**src/rtl/load_store_unit.sv**
```systemverilog
// Load/store unit: turns one byte/half/word access into one or two
// word-aligned bus cycles, merging load data and extending the result.
module load_store_unit (
  input  logic        clk,
  input  logic        reset,
  input  logic        req_valid,
  output logic        req_ready,
  input  logic        req_we,
  input  logic [2:0]  mem_width,
  input  logic [31:0] addr,
  input  logic [31:0] wdata,
  output logic        resp_valid,
  output logic [31:0] rdata,
  output logic        bus_req,
  output logic        bus_we,
  output logic [31:0] bus_addr,
  output logic [3:0]  bus_be,
  output logic [31:0] bus_wdata,
  input  logic        bus_ack,
  input  logic [31:0] bus_rdata
);

  localparam int unsigned DW  = 32;
  localparam int unsigned LW  = 64;
  localparam int unsigned BEW = 4;

  typedef enum logic [1:0] {
    IDLE = 2'd0,
    ACC1 = 2'd1,
    ACC2 = 2'd2,
    RESP = 2'd3
  } state_e;

  // Byte-lane mask across two adjacent words for size code and offset.
  function automatic logic [7:0] lane_mask(input logic [1:0] sz, input logic [1:0] off);
    logic [7:0] base;
    case (sz)
      2'b00:   base = 8'h01;
      2'b01:   base = 8'h03;
      default: base = 8'h0F;
    endcase
    return base << off;
  endfunction

  // Store data placed on its byte lanes across two words.
  function automatic logic [LW-1:0] store_shift(input logic [DW-1:0] d, input logic [1:0] off);
    return {32'h0, d} << {off, 3'b000};
  endfunction

  // Select the addressed bytes of the merged load data and extend them.
  function automatic logic [DW-1:0] load_extend(input logic [LW-1:0] l, input logic [1:0] off,
                                                input logic [2:0] w);
    logic [DW-1:0] sh;
    sh = 32'(l >> {off, 3'b000});
    case (w[1:0])
      2'b00:   return w[2] ? {24'h0, sh[7:0]}  : {{24{sh[7]}}, sh[7:0]};
      2'b01:   return w[2] ? {16'h0, sh[15:0]} : {{16{sh[15]}}, sh[15:0]};
      default: return sh;
    endcase
  endfunction

  state_e          state_q, state_d;
  logic            we_q, we_d;
  logic [2:0]      width_q, width_d;
  logic [1:0]      off_q, off_d;
  logic [DW-1:0]   wdata_q, wdata_d;
  logic            bus_req_q, bus_req_d;
  logic            bus_we_q, bus_we_d;
  logic [DW-1:0]   bus_addr_q, bus_addr_d;
  logic [BEW-1:0]  bus_be_q, bus_be_d;
  logic [DW-1:0]   bus_wdata_q, bus_wdata_d;
  logic            resp_valid_q, resp_valid_d;
  logic [DW-1:0]   rdata_q, rdata_d;
  logic [LW-1:0]   l_q, l_d;

  logic [BEW-1:0]  new_be_c;
  logic [DW-1:0]   new_wdata_c;
  logic [BEW-1:0]  cap_be_hi_c;
  logic [DW-1:0]   cap_wdata_hi_c;
  logic            split_c;
  logic            done_c;

  // Lane/data views of the incoming request and of the captured request.
  assign new_be_c       = 4'(lane_mask(mem_width[1:0], addr[1:0]));
  assign new_wdata_c    = 32'(store_shift(wdata, addr[1:0]));
  assign cap_be_hi_c    = 4'(lane_mask(width_q[1:0], off_q) >> 4);
  assign cap_wdata_hi_c = 32'(store_shift(wdata_q, off_q) >> 32);
  assign split_c        = |cap_be_hi_c;

  assign req_ready  = (state_q == IDLE) && !reset;
  assign resp_valid = resp_valid_q;
  assign rdata      = rdata_q;
  assign bus_req    = bus_req_q;
  assign bus_we     = bus_we_q;
  assign bus_addr   = bus_addr_q;
  assign bus_be     = bus_be_q;
  assign bus_wdata  = bus_wdata_q;

  // Next-state and registered-output logic.
  always_comb begin
    state_d      = state_q;
    we_d         = we_q;
    width_d      = width_q;
    off_d        = off_q;
    wdata_d      = wdata_q;
    bus_req_d    = bus_req_q;
    bus_we_d     = bus_we_q;
    bus_addr_d   = bus_addr_q;
    bus_be_d     = bus_be_q;
    bus_wdata_d  = bus_wdata_q;
    resp_valid_d = 1'b0;
    rdata_d      = rdata_q;
    l_d          = l_q;
    done_c       = 1'b0;

    case (state_q)
      IDLE: begin
        if (req_valid) begin
          we_d        = req_we;
          width_d     = mem_width;
          off_d       = addr[1:0];
          wdata_d     = wdata;
          bus_req_d   = 1'b1;
          bus_we_d    = req_we;
          bus_addr_d  = {addr[31:2], 2'b00};
          bus_be_d    = new_be_c;
          bus_wdata_d = req_we ? new_wdata_c : 32'h0;
          state_d     = ACC1;
        end
      end
      ACC1: begin
        if (bus_ack) begin
          if (!we_q) l_d[31:0] = bus_rdata;
          if (split_c) begin
            bus_addr_d  = bus_addr_q + 32'd4;
            bus_be_d    = cap_be_hi_c;
            bus_wdata_d = we_q ? cap_wdata_hi_c : 32'h0;
            state_d     = ACC2;
          end else begin
            done_c = 1'b1;
          end
        end
      end
      ACC2: begin
        if (bus_ack) begin
          if (!we_q) l_d[63:32] = bus_rdata;
          done_c = 1'b1;
        end
      end
      RESP: begin
        state_d = IDLE;
      end
      default: begin
        state_d = IDLE;
      end
    endcase

    // Closing the bus access: drop the bus and present the result.
    if (done_c) begin
      bus_req_d    = 1'b0;
      bus_we_d     = 1'b0;
      bus_addr_d   = 32'h0;
      bus_be_d     = 4'h0;
      bus_wdata_d  = 32'h0;
      resp_valid_d = 1'b1;
      rdata_d      = we_q ? 32'h0 : load_extend(l_d, off_q, width_q);
      state_d      = RESP;
    end
  end

  // State and output registers with synchronous reset.
  always_ff @(posedge clk) begin
    if (reset) begin
      state_q      <= IDLE;
      we_q         <= 1'b0;
      width_q      <= 3'b000;
      off_q        <= 2'b00;
      wdata_q      <= 32'h0;
      bus_req_q    <= 1'b0;
      bus_we_q     <= 1'b0;
      bus_addr_q   <= 32'h0;
      bus_be_q     <= 4'h0;
      bus_wdata_q  <= 32'h0;
      resp_valid_q <= 1'b0;
      rdata_q      <= 32'h0;
      l_q          <= 64'h0;
    end else begin
      state_q      <= state_d;
      we_q         <= we_d;
      width_q      <= width_d;
      off_q        <= off_d;
      wdata_q      <= wdata_d;
      bus_req_q    <= bus_req_d;
      bus_we_q     <= bus_we_d;
      bus_addr_q   <= bus_addr_d;
      bus_be_q     <= bus_be_d;
      bus_wdata_q  <= bus_wdata_d;
      resp_valid_q <= resp_valid_d;
      rdata_q      <= rdata_d;
      l_q          <= l_d;
    end
  end

endmodule

```
**config.mk**
```make
export PLATFORM = sky130hd
export DESIGN_NAME = load_store_unit
export DESIGN_NICKNAME = d
export VERILOG_FILES = /design/src/rtl/load_store_unit.sv
export SDC_FILE = /design/constraint.sdc
export NUM_CORES = 1
export LEC_CHECK = 0
export CORE_ASPECT_RATIO = 1.1
export CORE_MARGIN = 3
export CORE_UTILIZATION = 51
export CTS_CLUSTER_SIZE = 28
export DETAILED_ROUTE_END_ITERATION = 7
export PLACE_DENSITY_LB_ADDON = 0.25
export SYNTH_ARGS = -nofsm -noshare
export SYNTH_HDL_FRONTEND = slang
export SYNTH_SLANG_ARGS = --single-unit
```
**constraint.sdc**
```tcl
create_clock -name clk -period 3.6 [get_ports clk]
set_input_delay 0.54 -clock clk [delete_from_list [all_inputs] [get_ports clk]]
set_output_delay 0.54 -clock clk [all_outputs]
set_load 0.01 [all_outputs]
```
Word-level counts from Yosys, hierarchy flattened
Index checks and enable logic that the tools add are counted.
{"block": "classes", "n_mux": 36, "addsub": 1, "shift": 5, "reduce_logical": 12, "n_eq_ne": 11}
{"cell": "$mux 32", "n": 17}
{"cell": "$pmux 32 s2", "n": 3}
{"cell": "$shl 32x5->64", "n": 1}
{"cell": "$shr 64x5->32", "n": 1}
{"cell": "$add 32x3->32 const B", "n": 1}
{"cell": "$shl 32x5->32", "n": 1}
{"cell": "$pmux 4 s2", "n": 3}
{"cell": "$mux 4", "n": 3}
{"cell": "$ne 3x3->1 const B", "n": 3}
{"cell": "$mux 2", "n": 4}
{"cell": "$reduce_and 4->1", "n": 2}
{"cell": "$shl 8x2->4", "n": 1}
{"cell": "$shl 8x2->8", "n": 1}
{"cell": "$eq 2x1->1 const B", "n": 3}
{"cell": "$logic_not 2->1", "n": 3}
{"cell": "$ne 2x2->1 const B", "n": 3}
{"cell": "$pmux 2 s3", "n": 1}
{"cell": "$eq 2x2->1 const B", "n": 2}
{"cell": "$mux 1", "n": 4}
{"cell": "$reduce_bool 4->1", "n": 1}
{"cell": "$reduce_or 4->1", "n": 1}
{"cell": "$pmux 1 s2", "n": 1}
{"cell": "$reduce_and 2->1", "n": 1}
{"cell": "$reduce_bool 2->1", "n": 1}
{"cell": "other kinds (3)", "n": 3}
{"block": "totals", "word_cells": 78, "register_bits": 207}

Depth between registers and ports, before layout
Gate-level depths: netlist (run 1).
{"block": "logic_depth", "word_depth": 9, "ltp_mapped": 10}

Worst setup path before layout (run 1)
No wires, ideal clock.
{"block": "synth_path", "path_kind": "register to register", "from": "register state_q[1]", "to": "register rdata_q[16], in the netlist rdata[16]", "path_slack_ps": 1069, "n_path_buf": 2, "t_arrival_ps": 2473, "setup_ps": 58, "required_ps": 3542, "path_stages_with_launch": 10, "cell_sequence": "dfxtp_1 > inv_1 > ha_1 > clkbuf_1 > nand3b_1 > mux2i_1 > mux4_2 > a2111oi_4 > buf_2 > a211o_1"}
{"block": "synth_between", "elab_chain_cells": 6, "elab_cells_between_ends": 10, "cone_classes": "eq/ne (2); shift (1); mux (7)"}
{"element": "start: declaration", "line": "62", "source": "state_e state_q, state_d;"}
{"element": "start signal: assignment", "line": "188", "source": "state_q <= state_d;"}
{"element": "$eq 2x1->1 or $eq 2x2->1 (tied branches)", "line": "116", "source": "case (state_q)"}
{"element": "$mux 32", "line": "116"}
{"element": "$shr 64x5->32", "line": "54", "source": "sh = 32'(l >> {off, 3'b000});"}
{"element": "$mux 32, on equally long branches", "line": "57, 56"}
{"element": "$pmux 32 s2", "line": "55", "source": "case (w[1:0])"}
{"element": "$mux 32", "line": "166", "source": "rdata_d = we_q ? 32'h0 : load_extend(l_d, off_q, width_q);"}
{"element": "end signal: assignment", "line": "199", "source": "rdata_q <= rdata_d;"}
{"element": "end: declaration", "line": "73", "source": "logic [DW-1:0] rdata_q, rdata_d;"}
Several ways; a longest one is shown, not always the timed one.
A chain may end at the register's enable or synchronous reset.

Worst setup path in the final report (run 1)
{"block": "layout_path", "from": "register state_q[1]", "to": "register rdata_q[31], in the netlist rdata[31]"}
Same word-level chain as after synthesis.

==> metrics.txt, run 1 <==
Post-synth EDFFs=0; CP Cell Sequence=inv_1, ha_2, nand3b_1, mux2i_1, mux4_2, a2111oi_4, buf_4, a221o_1; R2R setup slack=610 ps; Net Switching=~3.4 mW; worst hold path depth=2; XOR/XNOR Fraction of Synth Area=0%; TritonCTS buffer count=17; sink of the worst hold path=l_q[50]; Synth Flop Type=dfxtp_1; number of H-tree levels=4; post-DP HPWL=about 20,000 um; Hold Crit Start=l_q[50]; I/O pins=roughly 210; Max VDD drop=roughly 0.46 mV; CTS tree=yes; DRT Pass-1 Iters=5; Synth Instances=1,083; GR peak layer=met2; Internal Pwr Total=between 5 and 6 mW; cell accounting for the most synthesized area=dfxtp_1; DRC=0; final setup margin=a little over 600 ps; Core Region=17,900 um2; Worst R2R Path Depth=8; CP arrival=3380 ps; Clk pin slew, worst setup/hold paths=roughly 70 ps; measured slew at the worst slew-check pin=797 ps; Critical Path RT=3980 ps; Site Rows=between 50 and 60; Sw Share=approximately two fifths; Clock Tree Buf Depth=2; Setup TNS=0 ps; Tmin final=around 3000 ps; Slew Limit Headroom=46.5%; Setup CP Type=reg -> reg; post-synthesis simple-gate area fraction=roughly 19%; Synth Area in Compound Gates=18.1%; DP Worst Slack=just under 600 ps; total number of vias=about 9,000; syn avg cell area=around 8.7 um2; CTS root buffer=clkbuf_16; Largest stage delay, worst path=around 580 ps; cts repair resizes=0; Nets=about 1,400; max frequency=approximately 0.33 GHz; Routed Wire Length=~29,000 um; M3 GR Usage=approximately 6.6%; gp weighted congestion=about 0.94; Synth area leaders=dfxtp_1 (40%), mux2i_1 (8.6%), mux4_2 (7.4%); # diodes=0; RSZ-0062 raised after global routing=false; Clock power frac=22.1%; Worst R2R End=rdata[31]; WHS=roughly 450 ps; combinational family with the most area after synthesis=simple AND/OR/NAND/NOR gates; Yosys cell types=68; Crit Path Max Fanout=33; gr ovfl total=0; hold buffers post-CTS=0; detailed router's first-iteration violation count=between 800 and 900; largest net degree at the start of global routing=59; post-synthesis cell area=about 9400 um2; share of cells above drive strength 1=roughly a tenth; FF-to-FF Start=state_q[1]; antenna violations before repair=3; Worst-Skew Late Latency=around 440 ps; outcome=finished clean; starting density of the core=52.6%; Synth top area share=~40%; async set-reset flop share out of synthesis=0%; Lkg Pwr=approximately 4.6 nW; max_cap viols=0; Post-Synth Adder-Cell Area=less than 1%; sequential element share of the synthesized area=between 40% and 50%; Antenna Violating Nets Remaining=0; CP max-delay cell=ha_2; sequential share of power=~34%; met1 Resource Use GR=between 30% and 40%; Clock Sinks=between 150 and 200; Vias/cell=between 6 and 7; #FFs+latches synth=between 150 and 200; pins over their slew limit=0; Die Y=149 um; startpoint type of the worst setup path=register; vias in the first global route=approximately 8,500; number of synthesis warnings=0; Tcrit/Tclk final=83.2%; skew final=14.6 ps; WL/cell=about 19 um; Pwr Density=between 700 and 800 nW/um2; met2 Use GR=46.2%; Layout area overhead=29.6%; global-route wire length before repair=~45,000 um; Final Hold Vio Count=0; GRT Total Usage=27.8%; post-synthesis mux area share=between 10% and 20%; DIE WIDTH=around 140 um; Layout fillers=about 1,400; I/O Buffers=~210; endpoints failing setup=0; total die area=around 20,000 um2; Comb pwr share=between 40 and 50%; CP Capture Type=register; Post-CTS Setup Repair Bufs=0; Hold Crit Class=reg -> reg
area by class of cell:
class | instances | area [um2] | share of cell area [%]
Inverter | 13 | 48.8 | 0.399
Clock buffer | 17 | 425 | 3.48
Tap cell | 238 | 298 | 2.44
Clock inverter | 15 | 168 | 1.37
Timing Repair Buffer | 231 | 2250 | 18.4
Sequential cell | 189 | 3780 | 31.0
Multi-Input combinational cell | 790 | 5240 | 42.9
logic make-up (layout without fill, tap and decap cells):
family          Yosys count  in the layout
simple gates            402            402
fa+ha+maj                 5              5
compound gates          259            259
mux                     122            122
flops                   189            189
buf+inv                 105            276
other cells               1              2
worst max-delay path by stage:
stage          startpoint        end
4_1_cts        state_q[1]  rdata[31]
6_report       state_q[1]  rdata[31]
3_5_place_dp      bus_ack  rdata[31]
3_3_place_gp      bus_ack  rdata[23]
5_1_grt        state_q[1]  rdata[31]
2_1_floorplan  state_q[1]  rdata[16]
per-layer routing:
metal	routed length (um)	vias up
met2	13900	404
met4	693	6
li1	-	4268
met5	81	-
met1	11700	4260
met3	2170	62
registers in the layout (all words and copies together), names as in the netlist, 2 cells and up:
signal / cells
bus_addr: 30
wdata_q: 24
bus_be: 4
width_q: 3
rdata: 32
bus_wdata: 32
l_q: 56
state_q: 2
off_q: 2
power by group through the flow:
stage | sequential, mW | combinational, mW | clock, mW
6_report | 2.98 | 3.79 | 1.92
5_1_grt | 3.04 | 4.15 | 2.02
4_1_cts | 2.97 | 3.79 | 1.93
3_5_place_dp | 3.02 | 3.76 | 0
3_3_place_gp | 3.00 | 3.71 | 0
2_1_floorplan | 3.07 | 2.24 | 0
worst max-delay path, delay by kind of cell (launching register included):
| kind | cells | cell delay, ps |
|---|---|---|
| AOI/OAI and AO/OA | 2 | 500 |
| buffers and inverters | 2 | 390 |
| DFF | 1 | 340 |
| muxes | 2 | 770 |
| adders and majority gates | 1 | 580 |
| and+or+nand+nor | 1 | 350 |
synthesized netlist by cell type (12+ instances only):
cell and n:
nor2_1 136, nand3_1 28, clkbuf_1 72, o211ai_1 13
mux4_2 31, nor3_1 42, a211oi_1 33, dfxtp_1 189
o22ai_1 24, a21oi_1 69, nor2b_1 12, a22oi_1 14
mux2i_1 81, nand2_1 125, o21ai_0 45
stage by stage:
step / util [%] / cell area (um2) / power, mW / instances
after floorplan: - / 9430 / 5.30 / 1084
after global placement: 64.8 / 11600 / 6.71 / 1461
after detailed placement: 64.8 / 11600 / 6.78 / 1461
after CTS: 68.2 / 12200 / 8.69 / 1493
after global routing: 68.2 / 12200 / 9.21 / 1493
final: 68.2 / 12200 / 8.69 / 1493
placed cells by master (no fill, tap or decap), types with 6 or more instances in the layout:
cell             count
a21oi_1             69
and2_1              10
nor3_1              42
o211ai_1            13
clkdlybuf4s50_1    204
a22oi_1             14
a211oi_1            33
clkbuf_16           17
inv_6                6
nand4_1             11
a211o_1              9
o21ai_0             45
dfxtp_1            188
inv_8                6
nor2_1             136
o22ai_1             24
nand2_1            124
buf_4               25
mux2i_1             81
o31ai_1              8
nand3_1             28
inv_1               11
mux4_2              31
mux2_2              10
nor2b_1             11
No activity file was read; power rests on OpenSTA's default activity.
==> inputs of run 2 (changes only) <==
- CORE_UTILIZATION: 51 -> 46
- clock period: 3.6 -> 2.6 ns (I/O delays scaled with it)
==> run 2 against run 1 <==
- critical path depth unchanged
- design area increased by 3.7%
- largest cell class unchanged
- final cell count increased by 4.0%
- combinational power increased by 51%
- global-route usage decreased by 2.1 points
- wire length increased by 2.4%
- worst setup slack got worse by 500 ps
==> metrics.txt, run 2 (same netlist as run 1, synthesis figures left out) <==
startpoint type of the worst setup path=register; Max VDD drop=approximately 0.66 mV; Tmin final=~2500 ps; Worst-Skew Late Latency=approximately 440 ps; Clk pin slew, worst setup/hold paths=approximately 70 ps; CP Cell Sequence=inv_1, ha_4, nand3b_1, mux2i_1, mux4_2, a2111oi_4, buf_4, a211o_1; post-route insts no fill=roughly 1,600; I/O pins=around 210; DP Worst Slack=-224 ps; Tcrit/Tclk final=between 90% and 100%; gr ovfl total=0; share of cells above drive strength 1=12.9%; Buf/Inv on CP=2; Slew Limit Headroom=about half; Core Region=20,000 um2; detailed router's first-iteration violation count=between 800 and 900; GRT Total Usage=roughly a quarter; Setup TNS=0 ps; global-route wire length before repair=between 40,000 and 50,000 um; Final Hold Vio Count=0; pins over their slew limit=0; Setup CP Type=reg -> reg; max frequency=roughly 0.4 GHz; CP arrival=2880 ps; CTS root buffer=clkbuf_16; measured slew at the worst slew-check pin=773 ps; Layout area overhead=34.5%; # diodes=0; endpoints failing setup=0; skew final=approximately 12 ps; number of H-tree levels=4; Reg with most FFs=l_q; Clock Tree Buf Depth=2; Critical Path RT=between 2000 and 3000 ps; Hold Crit Class=in -> reg; DRT Pass-1 Iters=5; Largest stage delay, worst path=around 540 ps; I/O Buffers=~200; CTS tree=yes; TritonCTS buffer count=17; max_cap viols=0; Site Rows=54; antenna violations before repair=0; starting density of the core=between 40% and 50%; Routed Wire Length=approximately 29,000 um; commonest non-fill, non-tap cell in the layout=clkdlybuf4s50_1; DIE WIDTH=around 140 um; Power Total=around 12 mW; outcome=finished clean; largest net degree at the start of global routing=54; delay-heaviest family, CP=multiplexers; hold buffers post-CTS=0; RSZ-0062 raised after global routing=false; vias in the first global route=about 8,500; Lkg Pwr=approximately 4.8 nW; gp weighted congestion=around 0.92; Crit Path Max Fanout=9; Nets=around 1,400; number of flip-flops under the largest register name=56; WHS=about 370 ps; total number of vias=~9,200; Die Y=156 um; Pwr Density=around 970 nW/um2; CP max-delay cell=mux4_2; Clock Sinks=around 190; # placed instances=1,519; final setup margin=about 100 ps; CP Capture Type=register; Antenna Violating Nets Remaining=0; WL/cell=approximately 19 um; Vias/cell=5.92; post-DP HPWL=between 20,000 and 25,000 um; commonest non-fill, non-tap cells in the layout=clkdlybuf4s50_1 (204), dfxtp_1 (188), nor2_1 (136); total die area=roughly 22,000 um2; DRC=0
## run 2: changes by cell type in the layout (fill, tap and decap cells not counted), sizes merged
cell,change
clkinvlp,+3
clkinv,+3
inv,-6
buf,+46
## run 2: metrics by stage
stage / util, % / cell area, um2
after floorplan: - / 9430
after global placement: 60.3 / 12100
after detailed placement: 60.3 / 12100
after CTS: 63.2 / 12600
after global routing: 63.4 / 12700
final: 63.4 / 12700
## run 2: where the power goes
part	switching [mW]	total, mW	internal [mW]	leakage (nW)
Sequential	0.521	4.08	3.56	1.54
Combinational	3.04	5.72	2.68	3.02
Clock	1.21	2.56	1.35	0.276
## run 2: metal layers
metal	vias to the layer above	part of all wire [%]	global-route usage, %
met5	-	0	0
met4	0	2.1	8.37
met3	44	6.8	4.05
met2	378	48	41.8
met1	4413	43	35.1
li1	4365	-	-
## run 2: timing repair
item / CTS / global route
setup endpoints to repair: 20 / 36
resized for setup: 2 / 5
pin swaps: 0 / 1
endpoints found under the hold margin: 0 / 0
setup buffers: 0 / 2
## run 2: area by class of cell
cell class / instances / area, um2
timing repair buffer: 277 / 2680
inverter: 13 / 48.8
clock buffer: 17 / 425
clock inverter: 15 / 155
fill: 1725 / 7320
multi-input combinational: 790 / 5270
sequential: 189 / 3780
tap: 252 / 315
## run 2: worst min-delay path, cell delays in order
cell	delay, ps
buf_2	120
nor4b_1	70
o211ai_1	120
nand2_1	60
## run 2: final timing paths
path / startpoint / endpoint / slack [ps] / depth (start not counted)
setup reg to reg: state_q[1] / rdata[18] / 100 / 8
hold / removal: reset / rdata[7] / 370 / 4
setup / recovery: state_q[1] / rdata[18] / 100 / 8
hold reg to reg: l_q[49] / l_q[49] / 450 / 2
